==> src/rtl/exp4_pkg.sv <==
// Shared constants for the exp4 datapath: default widths and the stored
// sequence the player has to reproduce.
package exp4_pkg;

    localparam int N_DEFAULT = 4;
    localparam int M_DEFAULT = 4;
    localparam int ROM_DEPTH = 16;

    localparam logic [3:0] ROM_TABLE [ROM_DEPTH] = '{
        4'h1, 4'h2, 4'h4, 4'h8, 4'h4, 4'h2, 4'h1, 4'h1,
        4'h2, 4'h2, 4'h4, 4'h4, 4'h8, 4'h8, 4'h1, 4'h4
    };

endpackage

==> src/rtl/exp4_fluxo_dados_edge_detector.sv <==
// Rising-activity detector: one-cycle pulse when sinal goes low -> high.
module edge_detector (
    input  logic clock,
    input  logic reset,
    input  logic sinal,
    output logic pulso
);

    logic prev;

    // NOTE: sequential state uses non-blocking assignments so every register samples pre-edge values.
    always_ff @(posedge clock) begin
        if (reset) prev <= 1'b0;
        else       prev <= sinal;
    end

    assign pulso = sinal & ~prev & ~reset;

endmodule

==> src/rtl/exp4_fluxo_dados.sv <==
// exp4 datapath: address counter, sequence ROM, switch register, comparator
// and switch-activity pulse, driven by the exp4 control unit.
module exp4_fluxo_dados
    import exp4_pkg::*;
#(
    parameter int N = N_DEFAULT,
    parameter int M = M_DEFAULT
) (
    input  logic         clock,
    input  logic         reset,
    input  logic         zeraC,
    input  logic         contaC,
    input  logic         zeraR,
    input  logic         registraR,
    input  logic [N-1:0] chaves,
    output logic         igual,
    output logic         fimC,
    output logic         tem_jogada,
    output logic [M-1:0] db_contagem,
    output logic [N-1:0] db_memoria,
    output logic [N-1:0] db_chaves
);

    always_ff @(posedge clock) begin
        if (reset)       db_contagem <= '0;
        else if (zeraC)  db_contagem <= '0;
        else if (contaC) db_contagem <= db_contagem + 1'b1;
    end

    always_ff @(posedge clock) begin
        if (reset)          db_chaves <= '0;
        else if (zeraR)     db_chaves <= '0;
        else if (registraR) db_chaves <= chaves;
    end

    // NOTE: only the ROM output register is reset; the table itself is constant and needs no reset.
    always_ff @(posedge clock) begin
        if (reset) db_memoria <= '0;
        else       db_memoria <= N'(ROM_TABLE[db_contagem]);
    end

    assign igual = (db_memoria == db_chaves);
    assign fimC  = (db_contagem == {M{1'b1}});

    edge_detector u_jogada (
        .clock (clock),
        .reset (reset),
        .sinal (|chaves),
        .pulso (tem_jogada)
    );

endmodule

==> config.mk <==
export PLATFORM = sky130hd
export DESIGN_NAME = exp4_fluxo_dados
export DESIGN_NICKNAME = d
export VERILOG_FILES = /design/src/rtl/exp4_pkg.sv /design/src/rtl/exp4_fluxo_dados_edge_detector.sv /design/src/rtl/exp4_fluxo_dados.sv
export SDC_FILE = /design/constraint.sdc
export NUM_CORES = 1
export LEC_CHECK = 0
export ABC_AREA = 0
export CAP_MARGIN = 25
export CORE_MARGIN = 10
export CORE_UTILIZATION = 45
export CTS_CLUSTER_SIZE = 8
export DETAILED_ROUTE_END_ITERATION = 8
export PLACE_DENSITY = 0.81
export SLEW_MARGIN = 10
export SYNTH_ARGS = -nofsm -noshare
export SYNTH_HDL_FRONTEND = slang
export SYNTH_SLANG_ARGS = --single-unit
==> constraint.sdc <==
create_clock -name clock -period 3 [get_ports clock]
set_input_delay 0.75 -clock clock [delete_from_list [all_inputs] [get_ports clock]]
set_output_delay 0.75 -clock clock [all_outputs]
set_load 0.005 [all_outputs]
==> results of run 1 <==
power by group through the flow:
stage / Clock (uW) / Sequential [uW] / Combinational [uW]
after floorplan: 0 / 188 / 22.8
after global placement: 0 / 189 / 57.0
after detailed placement: 0 / 189 / 57.8
after CTS: 112 / 185 / 58.4
after global routing: 125 / 186 / 63.2
final: 107 / 184 / 57.6
cell families after synthesis:
| kind of cell | after synthesis | share of synthesized area (%) |
|---|---|---|
| compound gates | 5 | 5.05 |
| xor+xnor | 5 | 6.54 |
| fa+ha+maj | 6 | 11.2 |
| buf+inv | 8 | 5.79 |
| flops | 13 | 38.9 |
| mux | 8 | 14.0 |
| simple gates | 20 | 18.5 |
critical path, stage by stage:
cell	delay, ps
clkdlybuf4s50_1	440
nor4_1	380
nor3_1	80
clkdlybuf4s50_1	470
flip-flops by register name, summed over array words and instances (netlist names):
signal         flops
db_chaves          4
db_memoria         4
db_contagem        4
u_jogada.prev      1
final cells by class:
class,count,area (um^2)
timing repair buffer,25,248
multi-input combinational,44,370
sequential,13,260
inverter,4,15.0
tap,15,18.8
fill,117,412
clock buffer,4,26.3
metal layers:
layer	vias to the layer above	global-route usage (%)	routed length (um)
li1	277	-	-
met1	249	9.77	643
met2	26	13.7	647
met3	5	7.08	225
met4	0	5.90	42
met5	-	0	0
cells in the mapped netlist, types with 2 or more instances:
cell,instances
nor4_1,2
a21oi_1,2
ha_1,6
nand2b_1,2
nor2_1,2
inv_1,4
clkbuf_1,2
nor3_1,8
xor2_1,4
dfxtp_1,13
mux2i_1,6
metrics by stage:
| step | cell area (um^2) | utilization, % | power, uW | hold slack, ps | setup WS (ps) |
|---|---|---|---|---|---|
| 2_1_floorplan | 669 | - | 211 | 531 | 1090 |
| 3_3_place_gp | 912 | 67.6 | 246 | 547 | 193 |
| 3_5_place_dp | 912 | 67.6 | 246 | 546 | 132 |
| 4_1_cts | 938 | 69.5 | 355 | 561 | 126 |
| 5_1_grt | 938 | 69.5 | 374 | 604 | 35.5 |
| 6_report | 938 | 69.5 | 350 | 558 | 124 |
path summary, 6_finish.rpt:
| kind | from | end | slack [ps] | cells past startpoint |
|---|---|---|---|---|
| hold reg to reg | db_chaves[3] | db_chaves[3] | 560 | 2 |
| setup reg to reg | db_contagem[1] | db_contagem[2] | 1430 | 3 |
| setup / recovery | chaves[1] | tem_jogada | 120 | 4 |
| hold / removal | db_chaves[3] | db_chaves[3] | 560 | 2 |
==> impl_results.md, run 1 <==
* Status: finished clean
* Largest cells by area after synthesis: dfxtp_1 (39%), ha_1 (11%), mux2i_1 (9.0%), nor3_1 (6.0%), xor2_1 (5.2%)
* Endpoints failing setup at 0
* Pin count of the biggest net entering global routing at 15
* CP max FO at 2
* Slew @ Worst Pin at approximately 380 ps
* Die ar. at roughly 3400 um^2
* Core ar. at 1350 um^2
* Comb power frac at 16.5%
* Wire per inst at around 15 um
* Worst rel slew slack at between 70% and 80%
* Yosys top cell by area: dfxtp_1
* Drt initial violations at 9
* Flops & latches, synth at 13
* Commonest non-fill, non-tap cell in the layout: clkdlybuf4s50_1
* Post_cts resized at 0
* Seq/Total Area, Yosys at between 30% and 40%
* CTS buffer count at 3
* Max cap viols at 0
* Worst-Skew Late Latency at approximately 280 ps
* Mapped Area at about 670 um^2
* Die Height at between 50 and 60 um
* Pwr Density at about 370 nW/um^2
* Gr ovfl total at 0
* Internal power at 266 uW
* Hold Fails Final Rpt at 0
* CTS tree: yes
* Fin cells at around 110
* Final worst path period share at between 90 and 100%
* Layout cells sized above 1 at slightly below 9%
* Post-synth cell types at 25
* CP endpoint kind: primary output
* VDD IR max at between 200 and 300 uV
* Crit path kind: input pin to primary output
* Io pins at 25
* Initial antenna violation count at 0
* Tightest Hold Check Type: flop to flop
* Post-synth EDFFs at 0
* Switching Share at about a quarter
* DR pass1 iterations at 3
* CP required at 2250 ps
* Worst EP arrival at roughly 2100 ps
* RSZ-0062 raised after global routing: no
* Leak Pwr at 0.000372 uW
* Buffers on Ports at 24
* Top cell type's share of synthesized area at between 30% and 40%
* Power share of the sequential group at around 53%
* Antenna diode count at 0
* DRT antenna net count at 0
* Syn_nets at 81
* Async set or reset register ratio after synthesis at 0%
* Max frequency at between 300 and 400 MHz
* Placer Congestion at around 0.76
* Reg clk slew, reported paths at 70 ps
* Clock root buffer: clkbuf_4
* Buffers inserted by post-CTS timing repair at 0
* Max Root-Sink Buffers at 2
* Fin crit period at around 2900 ps
* Starting density of the core at between 40% and 50%
* DP Cell Count at just over 100
* Avg Cell Area, Syn at 10.3 um^2
* Nets at between 100 and 150
* Clk network pwr share at between 30% and 40%
* # DRC at 0
* Via count at 557
* # rows at 13
* Synth Instances at between 60 and 70
* Global-route wire length before repair at ~2.5 mm
* Setup TNS at 0 ps
* Total track usage at a little under a tenth
* Layout area overhead at 40.2%
* Most frequent cells in the layout: clkdlybuf4s50_1 (24), dfxtp_1 (13), nor3_1 (8)
* Die X at 58.6 um
* CTS H-tree lvls at 1
* Max Transition Viols Final at 0
* Vias/cell at around 5.3
* TritonCTS Sinks at 13
* Hold-fix buffer count after cts at 0
* Net switching power at about 83 uW
* Post-synth top flop: dfxtp_1
* Ys Warns at 0
* WL final at roughly 1.6 mm
* Vias in the first global route at between 500 and 600
* CP Launch Type: input pin
* Final Skew at 1.09 ps
Note: power is estimated with default switching activity, not from simulation.
==> run 2: changes to the inputs <==
--- a/config.mk
+++ b/config.mk
@@ -8,10 +8,10 @@
 export ABC_AREA = 0
 export CAP_MARGIN = 25
 export CORE_MARGIN = 10
-export CORE_UTILIZATION = 45
+export CORE_UTILIZATION = 35
 export CTS_CLUSTER_SIZE = 8
 export DETAILED_ROUTE_END_ITERATION = 8
-export PLACE_DENSITY = 0.81
+export PLACE_DENSITY = 0.66
 export SLEW_MARGIN = 10
 export SYNTH_ARGS = -nofsm -noshare
 export SYNTH_HDL_FRONTEND = slang
==> impl_results.md, run 2 (synthesis results as in run 1) <==
* Critical Path Max Stage Delay at ~450 ps
* Starting density of the core at between 30% and 40%
* Buffers inserted by post-CTS timing repair at 0
* CTS H-tree lvls at 1
* Drt initial violations at 6
* Max Root-Sink Buffers at 2
* Setup TNS at 0 ps
* VDD IR max at about 220 uV
* Layout cells sized above 1 at between 10% and 20%
* # rows at 15
* Registers with the most flip-flops: db_chaves (4), db_contagem (4), db_memoria (4)
* Pwr Density at roughly 360 nW/um^2
* WP buf/inv at 2
* Final Skew at roughly 0.50 ps
* Hold Path Depth at 2
* Reg clk slew, reported paths at about 70 ps
* CP required at ~2300 ps
* Global-route wire length before repair at ~2.4 mm
* Max frequency at roughly 350 MHz
* Die X at 63.7 um
* Hold-fix buffer count after cts at 0
* Crit-path cells: clkdlybuf4s50_1 > nor4_2 > nor3_1 > clkdlybuf4s50_1
* CTS tree: yes
* CP max-delay cell: clkdlybuf4s50_1
* Worst EP arrival at between 2000 and 2500 ps
* Buffers on Ports at 24
* Final worst path period share at 94.7%
* Worst-Skew Late Latency at approximately 260 ps
* CP max FO at 2
* Status: finished clean
* Wire per inst at approximately 13 um
* Initial antenna violation count at 0
* Leak Pwr at ~0.00037 uW
* Gr ovfl total at 0
* Pin count of the biggest net entering global routing at 15
* RR Endpoint: db_memoria[2]
* Min-Delay Endpoint: db_chaves[1]
* CP dominant cell by count: clkdlybuf4s50_1
* Top cell family by delay on the critical path: buffers and inverters
* Cell depth of the worst flop-to-flop path at 4
* Fill count at ~190
* RR Startpoint: db_contagem[1]
* Max Transition Viols Final at 0
* Reg2reg setup slack at 1490 ps
* WL final at between 1.5 and 2 mm
* Nets at 107
* TritonCTS Sinks at 13
* Via count at around 540
* Slew @ Worst Pin at between 300 and 400 ps
* Die Height at about 64 um
* DRT antenna net count at 0
* DR pass1 iterations at 2
* Max cap viols at 0
* Tightest Hold Check Type: flop to flop
* Register area at approximately 260 um^2
* CP endpoint kind: primary output
* # DRC at 0
* Placed standard-cell area at ~900 um^2
* Layout area overhead at 43.0%
* Clock root buffer: clkbuf_4
* Hold path start: db_chaves[1]
* Final instance area at approximately 960 um^2
* Hold Fails Final Rpt at 0
* Endpoints failing setup at 0
* Fin crit period at 2840 ps
* DP Cell Count at ~110
* Vias in the first global route at 549
* Io pins at 25
* RSZ-0062 raised after global routing: no
* Core ar. at approximately 1800 um^2
* Placer Congestion at approximately 0.72
* Final HPWL DP at approximately 1.2 mm
* CP Launch Type: input pin
* CTS buffer count at 3
* Vias/cell at around 4.7
* Most frequent cells in the layout: clkdlybuf4s50_1 (24), dfxtp_1 (13), nor3_1 (8)
* Antenna diode count at 0
* Die ar. at a little over 4000 um^2
* Total track usage at ~7.3%
* Commonest non-fill, non-tap cell in the layout: clkdlybuf4s50_1
* Fin cells at 115
* Multi-input logic area at approximately 380 um^2
* Crit path kind: input pin to primary output
* Worst rel slew slack at around 79%
run 2: cell counts in the layout (fill, tap and decap cells not counted):
Identical to the previous run, type by type.
run 2: stage by stage:
| step | hold slack (ps) | setup WS [ps] | util, % | power [uW] |
|---|---|---|---|---|
| after floorplan | 531 | 1090 | - | 211 |
| after global placement | 566 | 110 | 52.4 | 246 |
| after detailed placement | 564 | 107 | 52.4 | 246 |
| after CTS | 579 | 97.1 | 53.9 | 349 |
| after global routing | 592 | 99.5 | 54.3 | 363 |
| final | 571 | 158 | 54.3 | 345 |
run 2: area by class of cell:
type                       count  area share [%]
multi-input combinational     44            39.3
sequential                    13            27.2
timing repair buffer          25            25.9
tap                           25            3.27
clock buffer                   4            2.75
inverter                       4            1.57
run 2: what timing repair did:
item	CTS	global route
resized for setup	0	1
hold endpoints to repair	0	0
setup endpoints to repair	0	1
run 2: worst max path at each step:
stage              start    endpoint  slack [ps]  cells past startpoint
6_report       chaves[0]  tem_jogada         160                      4
5_1_grt        chaves[0]  tem_jogada         100                      4
4_1_cts        chaves[0]  tem_jogada         100                      4
3_3_place_gp   chaves[0]  tem_jogada         110                      4
2_1_floorplan  chaves[0]  tem_jogada        1090                      2
3_5_place_dp   chaves[0]  tem_jogada         110                      4
run 2: worst min-delay path: cells and delay by family, from the launching register on:
family,cells,cell delay (ps)
AND/OR/NAND/NOR,1,50
multiplexers,1,140
flip-flops,1,340
run 2: layer usage:
layer	share of wire [%]	GRT usage (%)	vias to the layer above	wire length, um
li1	-	-	275	-
met1	49	8.41	242	750
met2	41	10.7	22	626
met3	9.0	4.36	2	138
met4	0.66	3.28	0	10
met5	0	0	-	0
run 2: report_power, final:
group	switching, uW	internal, uW
sequential	6.23	178
combinational	21.3	36.3
clock	51.1	51.3
